`src/rtl/connect4_pkg.sv`:
```
// rtl/connect4_pkg.sv - shared board sizes, controller states and winner codes
// Purpose: common types and constants for the Connect4 turn controller slice.
// Ports: none (package).
package connect4_pkg;

   localparam int ROWS      = 6;
   localparam int COLS      = 7;
   localparam int MAX_MOVES = ROWS * COLS;

   typedef enum logic [2:0] {
      S_IDLE      = 3'd0,
      S_TURN      = 3'd1,
      S_AUTO      = 3'd2,
      S_CHECK     = 3'd3,
      S_GAME_OVER = 3'd4
   } ctrl_state_t;

   localparam logic [1:0] W_NONE = 2'b00;
   localparam logic [1:0] W_P0   = 2'b01;
   localparam logic [1:0] W_P1   = 2'b10;
   localparam logic [1:0] W_DRAW = 2'b11;

endpackage

```
`src/rtl/turn_timer.sv`:
```
// rtl/turn_timer.sv - per-turn prescaler plus seconds down-counter
// Purpose: counts clk cycles into seconds and counts the turn down to zero.
// Ports:
//   clk, reset   clock, synchronous active-high reset
//   load         reload sec_left=TURN_SECS and clear the prescaler
//   run          advance the prescaler this cycle
//   sec_left     seconds remaining (registered)
//   expire       combinational: this cycle's wrap takes sec_left from 1 to 0
module turn_timer #(
   parameter int CYCLES_PER_SEC = 50_000_000,
   parameter int TURN_SECS      = 10
) (
   input  logic       clk,
   input  logic       reset,
   input  logic       load,
   input  logic       run,
   output logic [3:0] sec_left,
   output logic       expire
);

   localparam int             PW     = $clog2(CYCLES_PER_SEC);
   localparam logic [PW-1:0]  P_LAST = PW'(CYCLES_PER_SEC - 1);

   logic [PW-1:0] prescaler;
   logic          wrap;

   assign wrap   = (prescaler == P_LAST);
   assign expire = run && wrap && (sec_left == 4'd1);

   always_ff @(posedge clk) begin
      if (reset) begin
         prescaler <= '0;
         sec_left  <= 4'd0;
      end else if (load) begin
         prescaler <= '0;
         sec_left  <= 4'(TURN_SECS);
      end else if (run) begin
         if (wrap) begin
            prescaler <= '0;
            // hold at zero rather than wrapping round to 15
            if (sec_left != 4'd0)
               sec_left <= sec_left - 4'd1;
         end else begin
            prescaler <= prescaler + 1'b1;
         end
      end
   end

endmodule

```
`src/rtl/connect4_turn_controller.sv`:
```
// rtl/connect4_turn_controller.sv - Connect4 turn sequencer, timeout and result latch
// Purpose: gates the player unit, times each turn, forces an automatic move on
// timeout, triggers the win checker after each move and latches the result.
// Ports:
//   clk, reset                      clock, synchronous active-high reset
//   start, FT, check_done, win      game start, turn finished, checker result
//   enable, jugador                 player unit enable and current player
//   auto_move, check_start          single-cycle command pulses
//   game_over, winner               final result (00 none, 01 p0, 10 p1, 11 draw)
//   move_count, sec_left            tokens placed, seconds left in this turn
module connect4_turn_controller #(
   parameter int   CYCLES_PER_SEC = 50_000_000,
   parameter int   TURN_SECS      = 10,
   parameter int   MAX_MOVES      = connect4_pkg::MAX_MOVES,
   parameter logic FIRST_PLAYER   = 1'b0
) (
   input  logic       clk,
   input  logic       reset,
   input  logic       start,
   input  logic       FT,
   input  logic       check_done,
   input  logic       win,
   output logic       enable,
   output logic       jugador,
   output logic       auto_move,
   output logic       check_start,
   output logic       game_over,
   output logic [1:0] winner,
   output logic [5:0] move_count,
   output logic [3:0] sec_left
);

   import connect4_pkg::*;

   localparam logic [5:0] MC_MAX = 6'(MAX_MOVES);

   ctrl_state_t state;
   logic        start_ok;
   logic        next_turn;
   logic        tmr_load;
   logic        tmr_run;
   logic        tmr_expire;

   assign start_ok  = start && ((state == S_IDLE) || (state == S_GAME_OVER));
   assign next_turn = (state == S_CHECK) && check_done && !win && (move_count != MC_MAX);
   assign tmr_load  = start_ok || next_turn;
   // FT freezes the timer on its own edge so a simultaneous wrap cannot expire
   assign tmr_run   = (state == S_TURN) && !FT;

   turn_timer #(
      .CYCLES_PER_SEC (CYCLES_PER_SEC),
      .TURN_SECS      (TURN_SECS)
   ) u_timer (
      .clk      (clk),
      .reset    (reset),
      .load     (tmr_load),
      .run      (tmr_run),
      .sec_left (sec_left),
      .expire   (tmr_expire)
   );

   always_ff @(posedge clk) begin
      if (reset) begin
         state       <= S_IDLE;
         enable      <= 1'b0;
         jugador     <= FIRST_PLAYER;
         auto_move   <= 1'b0;
         check_start <= 1'b0;
         game_over   <= 1'b0;
         winner      <= W_NONE;
         move_count  <= 6'd0;
      end else begin
         auto_move   <= 1'b0;
         check_start <= 1'b0;
         case (state)
            S_IDLE, S_GAME_OVER: begin
               if (start_ok) begin
                  state      <= S_TURN;
                  enable     <= 1'b1;
                  jugador    <= FIRST_PLAYER;
                  game_over  <= 1'b0;
                  winner     <= W_NONE;
                  move_count <= 6'd0;
               end
            end
            S_TURN, S_AUTO: begin
               if (FT) begin
                  state       <= S_CHECK;
                  enable      <= 1'b0;
                  check_start <= 1'b1;
                  if (move_count != MC_MAX)
                     move_count <= move_count + 6'd1;
               end else if ((state == S_TURN) && tmr_expire) begin
                  state     <= S_AUTO;
                  auto_move <= 1'b1;
               end
            end
            S_CHECK: begin
               if (check_done) begin
                  if (win) begin
                     state     <= S_GAME_OVER;
                     game_over <= 1'b1;
                     winner    <= jugador ? W_P1 : W_P0;
                  end else if (move_count == MC_MAX) begin
                     state     <= S_GAME_OVER;
                     game_over <= 1'b1;
                     winner    <= W_DRAW;
                  end else begin
                     state   <= S_TURN;
                     enable  <= 1'b1;
                     jugador <= ~jugador;
                  end
               end
            end
            default: begin
               state  <= S_IDLE;
               enable <= 1'b0;
            end
         endcase
      end
   end

endmodule

```
`config.mk`:
```
export PLATFORM = sky130hd
export DESIGN_NAME = connect4_turn_controller
export DESIGN_NICKNAME = d
export VERILOG_FILES = /design/src/rtl/connect4_pkg.sv /design/src/rtl/turn_timer.sv /design/src/rtl/connect4_turn_controller.sv
export SDC_FILE = /design/constraint.sdc
export NUM_CORES = 1
export LEC_CHECK = 0
export ABC_AREA = 1
export CORE_ASPECT_RATIO = 1.75
export CORE_UTILIZATION = 30
export DETAILED_ROUTE_END_ITERATION = 8
export DONT_BUFFER_PORTS = 1
export PLACE_DENSITY = 0.5
export SYNTH_ARGS = -nofsm -noshare
export SYNTH_HDL_FRONTEND = slang
export SYNTH_SLANG_ARGS = --single-unit
```
`constraint.sdc`:
```
create_clock -name clk -period 3.2 [get_ports clk]
set_input_delay 0.32 -clock clk [delete_from_list [all_inputs] [get_ports clk]]
set_output_delay 0.32 -clock clk [all_outputs]
set_load 0.02 [all_outputs]
```
==> run_results.csv <==
group,metric,value,unit
die,core_area,0.00826,sq mm
placement,pre_cts_slack,1160,ps
yosys,synth_edf_count,0,
cells_and_area,fill_cells,913,
cells_and_area,final_net_count,407,
yosys,synthArstFlopShare,0,%
critical_path,critPathCaptureType,"flop",
pwr,power_density,583,mW/mm^2
yosys,netlist_top_cells_count,"101 x nand2_1, 63 x nor2_1, 51 x inv_1",
global_routing,grt_antenna_before_repair,0,
timing,fin_setup_tns,0,ps
yosys,ys_ff_latch,46,
yosys,yosys_warnings,0,
yosys,synth_top_area_share,36.3,%
critical_path,critPathLaunchType,"flop",
yosys,synth_flop_cell,"dfxtp_1",
placement,dp_cells,483,
timing,rsz0062_at_grt,"no",
die,die_h,124,microns
cells_and_area,areaGrowthSynthToFinish,8.83,%
clocking,holdBufCountCts,0,
critical_path,path_class,"reg2reg",
route,antenna_left,0,
clocking,clock-sinks,46,
die,start_util,30.7,%
global_routing,grt_max_degree,17,
min_path,worstHoldPathType,"in2reg",
placement,hpwl,5400,microns
route,dr.pass1.iters,4,
yosys,synth_top_area_cell,"dfxtp_1",
route,drt-initial-drc-count,160,
route,via_count,2443,
cells_and_area,design_area,0.00276,sq mm
clocking,clockBufferDepth,2,
yosys,synthesis.nets,404,
timing,final_max_slew_viol_count,0,
timing,worst_pin_slew,401,ps
timing,period_share,62.1,%
clocking,path_clk_slew,60,ps
yosys,synth_cells,395,
placement,port_buffers,0,
timing,setup_ws,1210,ps
critical_path,critical_path_required,3370,ps
timing,timing.hold.ws,107,ps
clocking,cts_inserted_buffers,5,
route,detail_route.wl_per_cell,13.8,microns
cells_and_area,drive_above_1_share,5.78,%
die,fp.dieW,71.5,microns
clocking,post-cts-setup-buffers,0,
global_routing,grt_overflow,0,
clocking,clock_latency,280,ps
timing,slew_headroom,73.2,%
job,max-cap-violations,0,
die,io-pin-count,23,
critical_path,cp_data_arrival_time,2160,ps
pwr,peakVddDrop,0.355,mV
yosys,synth_most_common_cell,"nand2_1",
placement,gp_congestion,0.900,
placement,placed_area,0.00263,sq mm
timing,finalSetupViolations,0,
critical_path,crit_fanout,12,
yosys,yosysSeqAreaShare,36.3,%
timing,clock-skew-final,3.68,ps
yosys,synth.area.top_cells,"dfxtp_1 36%, nand2_1 15%, nor2_1 9.3%",
run_status,outcome,"finished clean",
cells_and_area,n_antenna_cell,0,
pwr,p_leak,0.00104,uW
yosys,avgSynthCellArea,6.42,sq um
yosys,synth_area,0.00254,sq mm
clocking,cts_resized,0,
global_routing,grtUsageMet3,2.67,%
clocking,cts_tree,"built",
clocking,h-tree-depth,2,
die,die-area,0.00884,sq mm
global_routing,grt.met2_usage,33.3,%
global_routing,met1_usage,15.6,%
route,vias_per_cell,4.99,
global_routing,busiest_layer,"met2",
die,rows,44,
timing,hold_violations,0,
timing,max_freq,503,MHz
route,drc_errors,0,
route,wirelength,6750,microns
global_routing,grt_pass1_vias,2426,
clocking,cts_root_buffer,"clkbuf_16",
global_routing,grt_pass1_wl,11300,microns
yosys,synth_cell_types,30,
timing,fin_crit,1990,ps
cells_and_area,finalNonFillerCells,490,
global_routing,track_usage,16.4,%
## layout make-up
class | instances | area [sq um] | area share, %
Timing Repair Buffer | 1 | 7.51 | 0.272
Clock buffer | 7 | 133 | 4.80
Inverter | 54 | 203 | 7.34
Tap cell | 92 | 115 | 4.17
Sequential cell | 46 | 921 | 33.3
Multi-Input combinational cell | 290 | 1380 | 50.1
## flip-flops by register name, summed over array words and instances (netlist names)
signal and cells:
u_timer.prescaler 26, move_count 6, u_timer.sec_left 4, state 3, winner 2, auto_move 1
check_start 1, enable 1, game_over 1, jugador 1
## cell usage in the layout, fill, tap and decap left out, types with 2 or more instances in the layout
master / synthesis / final
nand3_1: 36 / 36
nor2_1: 63 / 63
clkbuf_1: 1 / 2
xor2_1: 7 / 7
nor2_2: 5 / 5
nor3_1: 8 / 8
xnor2_1: 3 / 3
nand2_2: 3 / 3
ha_1: 3 / 3
dfxtp_1: 46 / 46
nand3b_1: 2 / 2
nand2_1: 101 / 101
inv_2: 3 / 3
nand4_1: 13 / 13
clkbuf_16: 0 / 5
a21oi_1: 24 / 24
nor2_4: 2 / 2
o21ai_0: 12 / 12
inv_1: 51 / 51
## stage by stage
step,total power [uW],util (%)
2_1_floorplan,1040,-
3_3_place_gp,1140,31.8
3_5_place_dp,1140,31.8
4_1_cts,1630,33.4
5_1_grt,1720,33.4
6_report,1610,33.4
## where the power goes
part           internal, uW  switching (uW)  leakage, uW
clock                   286             201    0.0000640
sequential              619            88.9     0.000372
combinational           115             300     0.000609
## routing by layer
layer	wire, microns	vias up
li1	-	1267
met1	2520	1112
met2	3800	44
met3	180	20
met4	250	0
met5	0	-
## worst paths after layout
| kind | startpoint | to | slack (ps) | depth (start not counted) |
|---|---|---|---|---|
| min | reset | move_count[0]$_SDFFE_PP0P_ | 110 | 1 |
| min reg2reg | u_timer.prescaler[1]$_SDFFE_PP0N_ | u_timer.prescaler[1]$_SDFFE_PP0N_ | 500 | 2 |
| max | move_count[0]$_SDFFE_PP0P_ | u_timer.prescaler[20]$_SDFFE_PP0N_ | 1210 | 10 |
| max reg2reg | move_count[0]$_SDFFE_PP0P_ | u_timer.prescaler[20]$_SDFFE_PP0N_ | 1210 | 10 |
## critical path, cell delays in order (launching register included)
cell and delay, ps:
dfxtp_1 500, inv_1 130, ha_1 210, nand4_1 140, nand2_1 70, nand2_1 120, nand2_2 110, nand2_2 230
inv_1 200, o21ai_0 120, nor2_1 50
## kinds of logic (layout without fill, tap and decap cells)
logic type                 after synthesis  in the layout  synth area share, %
DFF                                     46             46                 36.3
xor gates and xnor gates                10             10                 3.45
adders and majority gates                3              3                 1.48
AOI/OAI and AO/OA                       39             39                 7.94
and+or+nand+nor                        238            238                 41.6
buffers and inverters                   59             62                 9.22
Note: power is estimated with default switching activity, not from simulation.
